==> src/rtl/wb_ser_tx.sv <==
// wb_ser_tx - Wishbone classic register slave feeding a framed serial transmitter.
//
// A small frame FIFO holds 10-bit words written over Wishbone. Each word is sent
// as one frame: SYNC (ena_o=1, data_o=0), 10 data bits LSB first, an optional
// even-parity bit, then a GAP period. Every phase lasts one bit period of DIV+1
// clocks. DIV comes from CTRL and is latched only when a frame starts.
//
// Optional feature macro: WB_SER_TX_PARITY_EN (adds the PAR state after DATA).
//
// Ports:
//   CLK_I   clock; all state changes on its rising edge
//   RST_I   asynchronous active-high reset
//   CYC_I, STB_I, WE_I, ADR_I[31:0], DAT_I[31:0]  Wishbone request
//   DAT_O[31:0], ACK_O                            Wishbone response
//   ena_o   frame marker (high during SYNC)
//   data_o  serial data, LSB first
//
// Register map (ADR_I[3:2]):
//   0x0 DATA   W    push DAT_I[9:0]
//   0x4 STATUS R/W1C [4:0] count, [5] full, [6] empty, [7] busy, [8] overflow
//   0x8 CTRL   R/W  [7:0] DIV
//   0xC reserved    reads 0, writes ignored
module wb_ser_tx #(
  parameter int FIFO_DEPTH = 4,
  parameter int DIV_RST    = 3
) (
  input  logic        CLK_I,
  input  logic        RST_I,
  input  logic        CYC_I,
  input  logic        STB_I,
  input  logic        WE_I,
  input  logic [31:0] ADR_I,
  input  logic [31:0] DAT_I,
  output logic [31:0] DAT_O,
  output logic        ACK_O,
  output logic        ena_o,
  output logic        data_o
);

  localparam int AW = (FIFO_DEPTH > 1) ? $clog2(FIFO_DEPTH) : 1;
  localparam int CW = AW + 1;
  localparam logic [CW-1:0] DEPTH_C = CW'(FIFO_DEPTH);

  localparam logic [2:0] S_IDLE = 3'd0;
  localparam logic [2:0] S_SYNC = 3'd1;
  localparam logic [2:0] S_DATA = 3'd2;
`ifdef WB_SER_TX_PARITY_EN
  localparam logic [2:0] S_PAR  = 3'd3;
`endif
  localparam logic [2:0] S_GAP  = 3'd4;

  logic          r_ack;
  logic [31:0]   r_dat;
  logic [7:0]    r_div;
  logic          r_ovf;
  logic [9:0]    r_mem [FIFO_DEPTH];
  logic [AW-1:0] r_wptr;
  logic [AW-1:0] r_rptr;
  logic [CW-1:0] r_count;
  logic [2:0]    r_state;
  logic [7:0]    r_tick;
  logic [7:0]    r_div_act;
  logic [9:0]    r_shift;
  logic [3:0]    r_bit_idx;
`ifdef WB_SER_TX_PARITY_EN
  logic          r_par;
`endif

  logic        w_req, w_wr, w_rd;
  logic [1:0]  w_adr;
  logic        w_full, w_empty, w_busy;
  logic        w_bit_end, w_pop, w_push_req, w_push, w_ovf_set, w_ovf_clr;
  logic [31:0] w_status, w_rdata;
  logic        w_unused;

  // Only one request per ACK: the cycle carrying ACK_O never starts a new access.
  assign w_req      = CYC_I & STB_I & ~r_ack;
  assign w_wr       = w_req & WE_I;
  assign w_rd       = w_req & ~WE_I;
  assign w_adr      = ADR_I[3:2];
  assign w_unused   = &{1'b0, ADR_I[31:4], ADR_I[1:0], DAT_I[31:10]};

  assign w_full     = (r_count == DEPTH_C);
  assign w_empty    = (r_count == '0);
  assign w_busy     = (r_state != S_IDLE);
  assign w_bit_end  = (r_tick == r_div_act);

  // A frame starts (and pops) straight from IDLE, or back-to-back at the end of GAP.
  assign w_pop      = ~w_empty & ((r_state == S_IDLE) | ((r_state == S_GAP) & w_bit_end));
  assign w_push_req = w_wr & (w_adr == 2'd0);
  // When full, a same-cycle pop frees the slot, so the push still lands.
  assign w_push     = w_push_req & (~w_full | w_pop);
  assign w_ovf_set  = w_push_req & w_full & ~w_pop;
  assign w_ovf_clr  = w_wr & (w_adr == 2'd1) & DAT_I[8];

  assign w_status   = {23'd0, r_ovf, w_busy, w_empty, w_full, 5'(r_count)};

  always_comb begin
    w_rdata = 32'd0;
    case (w_adr)
      2'd1:    w_rdata = w_status;
      2'd2:    w_rdata = {24'd0, r_div};
      default: w_rdata = 32'd0;
    endcase
  end

  assign ACK_O  = r_ack;
  assign DAT_O  = r_dat;
  assign ena_o  = (r_state == S_SYNC);
`ifdef WB_SER_TX_PARITY_EN
  assign data_o = ((r_state == S_DATA) & r_shift[0]) | ((r_state == S_PAR) & r_par);
`else
  assign data_o = (r_state == S_DATA) & r_shift[0];
`endif

  // Bus side: ack, read data, CTRL, overflow flag.
  always_ff @(posedge CLK_I or posedge RST_I) begin
    if (RST_I) begin
      r_ack <= 1'b0;
      r_dat <= 32'd0;
      r_div <= 8'(DIV_RST);
      r_ovf <= 1'b0;
    end else begin
      r_ack <= w_req;
      r_dat <= w_rd ? w_rdata : 32'd0;
      if (w_wr && (w_adr == 2'd2)) r_div <= DAT_I[7:0];
      if (w_ovf_set)      r_ovf <= 1'b1;
      else if (w_ovf_clr) r_ovf <= 1'b0;
    end
  end

  // FIFO storage has no reset so it can map to RAM; only pointers are reset.
  always_ff @(posedge CLK_I) begin
    if (w_push) r_mem[r_wptr] <= DAT_I[9:0];
  end

  always_ff @(posedge CLK_I or posedge RST_I) begin
    if (RST_I) begin
      r_wptr  <= '0;
      r_rptr  <= '0;
      r_count <= '0;
    end else begin
      if (w_push) r_wptr <= r_wptr + AW'(1);
      if (w_pop)  r_rptr <= r_rptr + AW'(1);
      case ({w_push, w_pop})
        2'b10:   r_count <= r_count + CW'(1);
        2'b01:   r_count <= r_count - CW'(1);
        default: r_count <= r_count;
      endcase
    end
  end

  // Transmit FSM; r_tick counts clocks inside the current bit period.
  always_ff @(posedge CLK_I or posedge RST_I) begin
    if (RST_I) begin
      r_state   <= S_IDLE;
      r_tick    <= 8'd0;
      r_div_act <= 8'(DIV_RST);
      r_shift   <= 10'd0;
      r_bit_idx <= 4'd0;
`ifdef WB_SER_TX_PARITY_EN
      r_par     <= 1'b0;
`endif
    end else if (w_pop) begin
      r_state   <= S_SYNC;
      r_tick    <= 8'd0;
      r_div_act <= r_div;
      r_shift   <= r_mem[r_rptr];
      r_bit_idx <= 4'd0;
`ifdef WB_SER_TX_PARITY_EN
      r_par     <= ^r_mem[r_rptr];
`endif
    end else if (r_state != S_IDLE) begin
      if (!w_bit_end) begin
        r_tick <= r_tick + 8'd1;
      end else begin
        r_tick <= 8'd0;
        case (r_state)
          S_SYNC: r_state <= S_DATA;
          S_DATA: begin
            r_shift <= r_shift >> 1;
            if (r_bit_idx == 4'd9) begin
              r_bit_idx <= 4'd0;
`ifdef WB_SER_TX_PARITY_EN
              r_state   <= S_PAR;
`else
              r_state   <= S_GAP;
`endif
            end else begin
              r_bit_idx <= r_bit_idx + 4'd1;
            end
          end
`ifdef WB_SER_TX_PARITY_EN
          S_PAR:  r_state <= S_GAP;
`endif
          // End of GAP with an empty FIFO (a non-empty one is taken by w_pop).
          default: r_state <= S_IDLE;
        endcase
      end
    end
  end

endmodule

==> config.mk <==
export PLATFORM = sky130hd
export DESIGN_NAME = wb_ser_tx
export DESIGN_NICKNAME = d
export VERILOG_FILES = /design/src/rtl/wb_ser_tx.sv
export SDC_FILE = /design/constraint.sdc
export NUM_CORES = 1
export LEC_CHECK = 0
export BUFFER_PORTS_ARGS = -buffer_cell sky130_fd_sc_hd__buf_2
export CORE_ASPECT_RATIO = 0.6
export CORE_MARGIN = 4
export CORE_UTILIZATION = 40
export CTS_CLUSTER_DIAMETER = 60
export DETAILED_ROUTE_END_ITERATION = 6
export GPL_TIMING_DRIVEN = 0
export RECOVER_POWER = 50
export SLEW_MARGIN = 10
export SYNTH_ARGS = -nofsm -noshare
export SYNTH_HDL_FRONTEND = slang
export SYNTH_SLANG_ARGS = --single-unit
==> constraint.sdc <==
create_clock -name CLK_I -period 3.12 [get_ports CLK_I]
set_input_delay 0.468 -clock CLK_I [delete_from_list [all_inputs] [get_ports CLK_I]]
set_output_delay 0.468 -clock CLK_I [all_outputs]
set_load 0.02 [all_outputs]
==> key figures, run 1 <==
Logic synthesis
  – Top post-synthesis cells by area: sky130_fd_sc_hd__dfrtp_1 (30%), sky130_fd_sc_hd__edfxtp_1 (27%), sky130_fd_sc_hd__mux4_2 (5.0%), sky130_fd_sc_hd__buf_4 (3.8%), sky130_fd_sc_hd__ha_1 (3.0%)
  – Top cells by count, synth: sky130_fd_sc_hd__dfrtp_1 (55), sky130_fd_sc_hd__edfxtp_1 (40), sky130_fd_sc_hd__nor2_1 (33)
  – Area leader, netlist: sky130_fd_sc_hd__dfrtp_1
  – Count of warnings emitted by yosys: 0
  – Post-synth EDFFs: 40
  – Fraction of synthesized cell area taken by the top area cell type: 0.3040
  – Post-synthesis instance total: 338
  – Portion of the post-synthesis area used by sequential elements: 0.5924
  – Library cell with the highest instance count after synthesis: sky130_fd_sc_hd__dfrtp_1
  – Share of synthesized flip-flops with an asynchronous set or reset: 0.5960
  – Post-synthesis cell type count: 45
  – Most instantiated flip-flop cell in the synthesis netlist: sky130_fd_sc_hd__dfrtp_1
  – Cell area after synthesis: 4528 sq um
  – Post-synthesis average cell area: ~13 sq um
  – Synth Register Bits: 99

Run status
  – Result of the run: finished with violations
  – Violated checks: capacitance limit, slew limit

STA
  – Final Critical Period: 2710 ps
  – Final Skew: between 5 and 6 ps
  – Hold Vio Cnt, Final: 0
  – Slew HR: -0.07950
  – Max Clock Freq: roughly 370 MHz
  – Final setup fails: 0
  – Sum Neg Setup Slack: 0 ps
  – Pin slew with the least headroom to its limit: roughly 1600 ps
  – Slew Viols, Final: 38
  – RSZ-0062 raised after global routing: no
  – Portion of the clock cycle consumed by the worst path in the final layout: 0.8685

Finish
  – Antenna diodes: 0
  – Footprint of the multi-input gates: 1658 sq um
  – Layout Area Growth over Synthesis: 15.69%
  – Final layout net count: slightly below 500
  – Register area: roughly 2700 sq um
  – Layout cells sized above 1: 0.2617
  – Count of fill cells added during filler insertion: between 900 and 1k

GRT
  – Most utilized layer in the global route result: met1
  – Met2 track demand over resource in global routing: 0.1899
  – Vias in the first global route: between 2k and 3k
  – Antenna violations before repair: 0
  – GR Util met3: 0.05115
  – GR Overflow Total: 0
  – Largest net degree at the start of global routing: 38
  – GRT Util Overall: 0.1477
  – Fraction of met1 tracks used by global routing: 0.2374
  – First-pass GRT wire length: 15040 um

Critical path
  – Dominant delay contributor by cell family on the critical path: adder cells
  – Cell type of the slowest stage on the worst timing path: sky130_fd_sc_hd__dfstp_2
  – Delay of the slowest cell on the worst path: 560 ps
  – Crit path required time: between 3000 and 4000 ps
  – Setup slack on the worst flop-to-flop path: about 410 ps
  – Depth of the worst register-to-register path: 11
  – Cell-by-cell trace of the critical path: xnor2_1, nand4_2, o21ai_4, nand2_2, inv_1, ha_1, inv_1, fa_1, xor2_1, nor2_1, xor2_1
  – Launching element type of the critical path: flip-flop
  – Worst-path maximum fanout: 6
  – Crit path capture: r_count[2]
  – FF-to-FF End: r_count[2]
  – Worst setup startpoint: r_div_act[1]
  – Crit path depth: 11
  – Worst path buffer plus inverter count: 2
  – Endpoint class of the critical path: flip-flop
  – Worst setup path category: reg2reg
  – Data arrival at the endpoint of the critical path: between 2000 and 3000 ps
  – Startpoint of the worst register-to-register path: r_div_act[1]

Pwr
  – Leakage power summed over all cells: ~2.3 nW
  – Worst ir drop on vdd: roughly 0.3 mV
  – Total power consumption of the routed design: approximately 4.3 mW
  – Pwr/cell area: approximately 820 nW/um^2

Detailed routing
  – Via Count: 2693
  – Detailed-router iteration count before antenna repair: 4
  – Average wire per cell in the routed design: 16.87 um
  – Total routed wirelength: just over 9000 um
  – Number of nets still failing antenna checks after routing: 0
  – Number of remaining DRC errors: 0
  – Via count normalized by instance count: approximately 5
  – First-iteration detailed-routing DRC count: approximately 180

Clock network
  – TritonCTS clock tree: yes
  – Longest Clk Path Bufs: 2
  – # Post-CTS Setup Buffers: 0
  – CTS clock-pin slew for the worst setup and hold paths: roughly 70 ps
  – Number of levels the H-tree was split into: 3
  – Sinks on Clock Net: 99
  – Clk_lat worst skew: 340 ps
  – Post_cts resized: 0
  – Hold buffer count at cts: 0
  – Total clock buffers created by CTS: 9
  – Clk root buf: sky130_fd_sc_hd__clkbuf_16

Floorplanning
  – Number of rows in the core area: 29
  – DIE WIDTH: 145.4 um
  – Effective utilization at floorplan: 0.4188
  – # IOs: between 100 and 150
  – Placeable Area: 10810 sq um
  – Total die area: roughly 13000 sq um
  – Die height: roughly 90 um

Run
  – Number of maximum-capacitance violations: 1

Placement
  – GP Congestion: roughly 0.79
  – Detail Placement HPWL: just under 7000 um
  – I/O Buffers: 28

Worst hold path
  – Worst Hold Class: in2async
==> registers in the layout (all words and copies together), names as in the netlist <==
signal     flops
r_div_act      8
r_div          8
r_bit_idx      4
r_shift       10
ACK_O          1
DAT_O          9
r_state        3
r_count        3
r_mem         40
r_rptr         2
r_wptr         2
r_tick         8
r_ovf          1
==> cells by family (layout without fill, tap and decap cells) <==
group | Yosys count | count (layout) | synth area share
flops | 99 | 99 | 0.5924
simple gates | 96 | 96 | 0.1050
buf+inv | 46 | 91 | 0.05969
compound gates | 34 | 34 | 0.06521
mux | 30 | 30 | 0.1033
xor+xnor | 20 | 20 | 0.03869
fa+ha+maj | 12 | 12 | 0.03482
other cells | 1 | 23 | 0.0008282
==> cell usage in the layout (no fill, tap or decap), drive strengths merged, types with 3 or more instances in the layout <==
| cell type | count |
|---|---|
| dfrtp | 55 |
| mux2 | 16 |
| o221a | 9 |
| dfstp | 4 |
| xor2 | 5 |
| a21oi | 3 |
| a31o | 3 |
| and3 | 7 |
| nor2 | 33 |
| and2 | 4 |
| nand2b | 10 |
| nor3 | 6 |
| nand2 | 21 |
| o21ai | 5 |
| buf | 44 |
| mux4 | 10 |
| inv | 19 |
| xnor2 | 15 |
| edfxtp | 40 |
| nand4 | 3 |
| nand3 | 4 |
| a22oi | 6 |
| conb | 23 |
| clkbuf | 25 |
| or3 | 3 |
| mux2i | 4 |
| ha | 11 |
==> layout make-up <==
| type | count | share of cell area |
|---|---|---|
| buffer | 32 | 0.04156 |
| clock buffer | 9 | 0.04299 |
| clock inverter | 7 | 0.01720 |
| inverter | 14 | 0.01003 |
| multi-input combinational | 215 | 0.3165 |
| sequential | 99 | 0.5121 |
| tap | 139 | 0.03320 |
| timing repair buffer | 29 | 0.02651 |
==> report_power, final <==
group          internal (mW)  switching [mW]
Sequential              1.62           0.237
Combinational          0.627           0.641
Clock                  0.646           0.521
Total                   2.89            1.40
==> stage by stage <==
stage,util,setup WS (ps),std cells,area [sq um],hold WS (ps)
2_1_floorplan,-,759.1,360,4611,466.4
3_3_place_gp,0.4555,423.8,527,4925,452.5
3_5_place_dp,0.4573,442.1,528,4945,462.3
4_1_cts,0.4865,402.6,544,5260,166.8
5_1_grt,0.4845,171.1,544,5239,377.3
6_report,0.4845,410.2,544,5239,293.5
==> worst min path at each step <==
stage,to,slack [ps]
after floorplan,r_ovf,470
after global routing,r_bit_idx[3],380
final,r_bit_idx[3],290
after detailed placement,ACK_O,460
after global placement,ACK_O,450
after CTS,r_bit_idx[3],170
==> per-layer routing <==
metal / routed length (um) / vias to the layer above
met1: 4884 / 1324
met2: 3605 / 78
met4: 10 / 0
li1: - / 1289
met5: 0 / -
met3: 675 / 2
Power figures use the tool's default switching activity.
==> run 2, diff against run 1 <==
--- a/config.mk
+++ b/config.mk
@@ -5,12 +5,12 @@
 export SDC_FILE = /design/constraint.sdc
 export NUM_CORES = 1
 export LEC_CHECK = 0
-export BUFFER_PORTS_ARGS = -buffer_cell sky130_fd_sc_hd__buf_2
 export CORE_ASPECT_RATIO = 0.6
 export CORE_MARGIN = 4
 export CORE_UTILIZATION = 40
 export CTS_CLUSTER_DIAMETER = 60
 export DETAILED_ROUTE_END_ITERATION = 6
+export DONT_BUFFER_PORTS = 1
 export GPL_TIMING_DRIVEN = 0
 export RECOVER_POWER = 50
 export SLEW_MARGIN = 10
==> run 2 against run 1 <==
The flow still finishes with violations (capacitance limit, slew limit). Total power down 1.5%. Critical endpoint unchanged. Largest power group unchanged. Hold slack got worse by 84 ps. Highest routed layer unchanged. Maximum frequency fell by 0.97%. Global-route usage is essentially flat.
==> key figures, run 2 (synthesized netlist as in run 1, its figures left out) <==
Run status
  – Result of the run: finished with violations
  – Violated checks: capacitance limit, slew limit

STA
  – Final setup fails: 0
  – Slew Viols, Final: 34
  – Worst Slack Setup Final: approximately 380 ps
  – Slew HR: -0.01386
  – Portion of the clock cycle consumed by the worst path in the final layout: 0.8770
  – Hold Vio Cnt, Final: 0
  – RSZ-0062 raised after global routing: no
  – Sum Neg Setup Slack: 0 ps
  – Pin slew with the least headroom to its limit: approximately 1500 ps
  – Final Skew: a little under 10 ps
  – Final Critical Period: 2736 ps
  – Max Clock Freq: 365.5 MHz

Finish
  – Register ranked first by flip-flop count: r_mem
  – Post-route standard cell area excluding fillers: roughly 5100 sq um
  – Layout cells sized above 1: 0.2361
  – Post-route non-filler standard cell count: roughly 520
  – Final layout net count: roughly 450
  – Most frequent cells in the layout: sky130_fd_sc_hd__dfrtp_1 (55), sky130_fd_sc_hd__edfxtp_1 (40), sky130_fd_sc_hd__nor2_1 (33)
  – Flip-flop count of the largest register, all copies and words added: 40
  – Antenna diodes: 0
  – Layout Area Growth over Synthesis: 12.82%
  – Most common cell after layout, fill and taps aside: sky130_fd_sc_hd__dfrtp_1

Worst hold path
  – Worst Hold Class: in2reg
  – Number of stages on the worst hold path: 0

GRT
  – First-pass GRT wire length: 15080 um
  – Vias in the first global route: between 2k and 3k
  – Antenna violations before repair: 0
  – Largest net degree at the start of global routing: 34
  – GR Overflow Total: 0
  – GRT Util Overall: 0.1482

Critical path
  – Launching element type of the critical path: flip-flop
  – Crit path required time: between 3000 and 4000 ps
  – Cell-by-cell trace of the critical path: xnor2_1, nand4_2, o21ai_4, a21oi_1, nand2b_1, ha_1, inv_1, fa_1, xor2_1, nor2_1, xor2_1
  – Worst-path maximum fanout: 7
  – Worst path buffer plus inverter count: 1
  – Dominant delay contributor by cell family on the critical path: compound AO/OA/AOI/OAI gates
  – Delay of the slowest cell on the worst path: between 500 and 600 ps
  – Cell type of the slowest stage on the worst timing path: sky130_fd_sc_hd__dfstp_2
  – Depth of the worst register-to-register path: 11
  – Worst setup path category: reg2reg
  – Critical path's most frequent cell: sky130_fd_sc_hd__xor2_1
  – Data arrival at the endpoint of the critical path: between 3000 and 4000 ps
  – Crit path depth: 11
  – Endpoint class of the critical path: flip-flop

Detailed routing
  – Number of nets still failing antenna checks after routing: 0
  – Detailed-router iteration count before antenna repair: 4
  – Average wire per cell in the routed design: 17.55 um
  – Via Count: about 2.6k
  – First-iteration detailed-routing DRC count: between 200 and 300
  – Total routed wirelength: between 9000 and 10000 um
  – Number of remaining DRC errors: 0
  – Via count normalized by instance count: roughly 5.1

Floorplanning
  – Effective utilization at floorplan: 0.4188
  – Number of rows in the core area: 29
  – Placeable Area: roughly 11000 sq um
  – Total die area: roughly 13000 sq um
  – # IOs: approximately 100
  – DIE WIDTH: approximately 150 um
  – Die height: ~90 um

Clock network
  – Longest Clk Path Bufs: 2
  – Number of levels the H-tree was split into: 3
  – Hold buffer count at cts: 0
  – Clk root buf: sky130_fd_sc_hd__clkbuf_16
  – Clk_lat worst skew: 350 ps
  – CTS clock-pin slew for the worst setup and hold paths: approximately 80 ps
  – Sinks on Clock Net: 99
  – Total clock buffers created by CTS: 9
  – # Post-CTS Setup Buffers: 0
  – TritonCTS clock tree: yes
  – Post_cts resized: 0

Pwr
  – Pwr/cell area: 827.2 nW/um^2
  – Total power consumption of the routed design: around 4.2 mW
  – Leakage power summed over all cells: roughly 2.2 nW
  – Worst ir drop on vdd: between 0.3 and 0.4 mV

Run
  – Number of maximum-capacitance violations: 1

Placement
  – Detail Placement HPWL: around 6800 um
  – I/O Buffers: 0
  – GP Congestion: slightly below 0.8
  – Post-place setup slack: 398.5 ps
  – Number of placed instances with taps included: 500
  – Post-detailed-placement cell area: between 4000 and 5000 sq um
[run 2: cell count changes in the layout (fill, tap and decap cells not counted), sizes merged]
cell	before	now
inv	19	18
clkinv	1	3
buf	44	27
dlymetal6s2s	1	0
clkbuf	25	14
dlymetal6s4s	0	1
bufinv	1	0
[run 2: worst paths after layout]
path / startpoint / endpoint / slack (ps)
worst max-delay path: r_div_act[0] / r_count[2] / 380
worst min-delay path: DAT_I[6] / r_mem[2][6] / 210
worst max register to register: r_div_act[0] / r_count[2] / 380
worst min register to register: r_shift[9] / r_shift[9] / 510
max in group asynchronous: RST_I / r_wptr[1] / 820
min in group asynchronous: RST_I / r_tick[7] / 250
[run 2: report_power, final]
part | total, mW | switching (mW) | leakage [nW] | internal (mW)
clock | 1.13 | 0.554 | 0.153 | 0.579
combinational | 1.24 | 0.623 | 0.913 | 0.614
sequential | 1.86 | 0.239 | 1.09 | 1.62
[run 2: cell type report]
class                           count  area (sq um)
Timing Repair Buffer                1         12.51
Multi-Input combinational cell    215          1658
Inverter                           14         52.55
Sequential cell                    99          2683
Tap cell                          139         173.9
Buffer                             32         217.7
Clock inverter                      7         86.33
Fill cell                         959          5704
Clock buffer                        9         225.2
[run 2: metrics by stage]
step	util	hold slack, ps
2_1_floorplan	-	466.4
3_3_place_gp	0.4425	485.3
3_5_place_dp	0.4443	451.3
4_1_cts	0.4732	81.08
5_1_grt	0.4725	187.1
6_report	0.4725	210.0
[run 2: routing by layer]
layer  up-vias  global-route usage  part of all wire
met3         6             0.06018             0.079
met5         -                   0                 0
met1      1308              0.2332              0.50
met4         0             0.02686            0.0063
met2        64              0.1891              0.41
li1       1239                   -                 -
==> run 3, diff against run 2 <==
--- a/config.mk
+++ b/config.mk
@@ -6,13 +6,13 @@
 export NUM_CORES = 1
 export LEC_CHECK = 0
 export CORE_ASPECT_RATIO = 0.6
-export CORE_MARGIN = 4
+export CORE_MARGIN = 5
 export CORE_UTILIZATION = 40
 export CTS_CLUSTER_DIAMETER = 60
 export DETAILED_ROUTE_END_ITERATION = 6
 export DONT_BUFFER_PORTS = 1
 export GPL_TIMING_DRIVEN = 0
-export RECOVER_POWER = 50
+export RECOVER_POWER = 100
 export SLEW_MARGIN = 10
 export SYNTH_ARGS = -nofsm -noshare
 export SYNTH_HDL_FRONTEND = slang
==> run 3 against run 2 <==
The run still ends with capacitance limit, slew limit left. Die area increased by 3.6%. Total power decreased by 3.0%. Via count unchanged. Hold slack about the same. Sequential share of layout area increased by 0.73 points. Setup slack got worse by 75 ps. Largest cell class unchanged.
==> key figures, run 3 (synthesized netlist as in run 1, its figures left out) <==
Floorplanning
  – Total die area: 13620 sq um
  – Effective utilization at floorplan: 0.4048
  – # IOs: roughly 100
  – DIE WIDTH: about 150 um
  – Number of rows in the core area: 30
  – Die height: 92.42 um
  – Placeable Area: ~11000 sq um

Critical path
  – Crit path depth: 11
  – FF-to-FF End: r_count[2]
  – Endpoint class of the critical path: flip-flop
  – Dominant delay contributor by cell family on the critical path: adder cells
  – Crit path required time: about 3400 ps
  – Startpoint of the worst register-to-register path: r_div_act[1]
  – Crit path capture: r_count[2]
  – Worst setup startpoint: r_div_act[1]
  – Launching element type of the critical path: flip-flop
  – Cell-by-cell trace of the critical path: xnor2_1, nand4_2, o21ai_4, nand2_1, inv_1, ha_1, inv_1, fa_1, xor2_1, nor2_1, xor2_1
  – Worst-path maximum fanout: 6
  – Setup slack on the worst flop-to-flop path: approximately 310 ps
  – Worst path buffer plus inverter count: 2
  – Data arrival at the endpoint of the critical path: between 3000 and 4000 ps
  – Cell type of the slowest stage on the worst timing path: sky130_fd_sc_hd__dfstp_1
  – Worst setup path category: reg2reg
  – Depth of the worst register-to-register path: 11
  – Delay of the slowest cell on the worst path: roughly 550 ps

Detailed routing
  – Total routed wirelength: 9072 um
  – First-iteration detailed-routing DRC count: 150
  – Via count normalized by instance count: between 5 and 6
  – Via Count: around 2.6k
  – Number of nets still failing antenna checks after routing: 0
  – Average wire per cell in the routed design: 17.45 um
  – Number of remaining DRC errors: 0
  – Detailed-router iteration count before antenna repair: 4

GRT
  – GR Overflow Total: 0
  – First-pass GRT wire length: between 10000 and 15000 um
  – GRT Util Overall: 0.1408
  – Largest net degree at the start of global routing: 60
  – Antenna violations before repair: 0
  – Vias in the first global route: ~2.6k

Clock network
  – Hold buffer count at cts: 0
  – Number of levels the H-tree was split into: 3
  – Post_cts resized: 0
  – Sinks on Clock Net: ~100
  – Clk_lat worst skew: 350 ps
  – # Post-CTS Setup Buffers: 0
  – Clk root buf: sky130_fd_sc_hd__clkbuf_16
  – CTS clock-pin slew for the worst setup and hold paths: 70 ps
  – Longest Clk Path Bufs: 2
  – Total clock buffers created by CTS: 9
  – TritonCTS clock tree: yes

STA
  – Slew HR: -0.4827
  – RSZ-0062 raised after global routing: no
  – Final Critical Period: between 2000 and 3000 ps
  – Portion of the clock cycle consumed by the worst path in the final layout: 0.9012
  – Final Skew: about 9.5 ps
  – Sum Neg Setup Slack: 0 ps
  – Hold Vio Cnt, Final: 0
  – Max Clock Freq: approximately 360 MHz
  – Final setup fails: 0
  – Pin slew with the least headroom to its limit: approximately 2200 ps
  – Slew Viols, Final: 60

Finish
  – Register ranked first by flip-flop count: r_mem
  – Most frequent cells in the layout: sky130_fd_sc_hd__dfrtp_1 (55), sky130_fd_sc_hd__edfxtp_1 (40), sky130_fd_sc_hd__nor2_1 (33)
  – Post-route standard cell area excluding fillers: slightly above 5000 sq um
  – Layout cells sized above 1: 0.2048
  – Antenna diodes: 0
  – Layout Area Growth over Synthesis: 11.27%
  – Flip-flop count of the largest register, all copies and words added: 40
  – Most common cell after layout, fill and taps aside: sky130_fd_sc_hd__dfrtp_1
  – Final layout net count: approximately 450

Run status
  – Result of the run: finished with violations
  – Violated checks: capacitance limit, slew limit

Placement
  – Post-detailed-placement cell area: 4793 sq um
  – GP Congestion: 0.7725
  – I/O Buffers: 0
  – Detail Placement HPWL: between 6000 and 7000 um

Run
  – Number of maximum-capacitance violations: 1

Pwr
  – Pwr/cell area: 813.8 nW/um^2
  – Worst ir drop on vdd: ~0.36 mV
  – Leakage power summed over all cells: 2.087 nW

Worst hold path
  – Worst Hold Class: in2reg
[run 3: cell types whose count changed in the layout (fill, tap and decap cells not counted), moves of 2 or more]
cell	before	now
sky130_fd_sc_hd__inv_6	0	3
sky130_fd_sc_hd__mux2_4	6	0
sky130_fd_sc_hd__clkbuf_1	5	8
sky130_fd_sc_hd__clkinv_8	2	0
sky130_fd_sc_hd__inv_8	4	1
sky130_fd_sc_hd__buf_2	3	1
sky130_fd_sc_hd__mux2_1	0	6
[run 3: layer usage]
metal  global-route usage  vias up  part of all wire
met5                    0        -                 0
met4              0.03643        0            0.0094
met3              0.05672       10             0.088
met2               0.1887       69              0.40
met1               0.2099     1303              0.50
li1                     -     1235                 -
[run 3: worst min path at each step]
stage | from | to | cells after the start
finish | DAT_I[5] | r_mem[3][5] | 0
global route | DAT_I[5] | r_mem[1][5] | 0
CTS | RST_I | r_shift[8] | 1
detailed placement | r_shift[9] | r_shift[9] | 1
global placement | r_shift[9] | r_shift[9] | 1
floorplan | r_ovf | r_ovf | 1
[run 3: worst register-to-register path: cells and delay by family, from the launching register on]
family          cells  cell delay, ps
flops               1             550
fa+ha+maj           2             620
buf+inv             2             320
compound gates      1             300
simple gates        3             490
xor+xnor            3             470
[run 3: through the flow]
stage | instances | power [mW] | util | hold slack, ps | setup slack [ps]
2_1_floorplan | 360 | 2.808 | - | 466.4 | 759.1
3_3_place_gp | 504 | 3.079 | 0.4283 | 485.8 | 419.1
3_5_place_dp | 504 | 3.128 | 0.4285 | 489.2 | 374.3
4_1_cts | 520 | 4.186 | 0.4538 | 152.9 | 364.6
5_1_grt | 520 | 4.348 | 0.4504 | 187.7 | 136.0
6_report | 520 | 4.100 | 0.4504 | 209.8 | 308.4
[run 3: area by class of cell]
cell class | instances | area (sq um)
Tap cell | 144 | 180.2
Inverter | 14 | 52.55
Clock inverter | 7 | 57.56
Clock buffer | 9 | 225.2
Multi-Input combinational cell | 215 | 1633
Fill cell | 1053 | 6147
Buffer | 32 | 207.7
Sequential cell | 99 | 2683
[run 3: where the power goes]
group | total [mW] | internal (mW) | switching [mW]
clock | 1.06 | 0.553 | 0.506
sequential | 1.85 | 1.62 | 0.236
combinational | 1.19 | 0.566 | 0.623
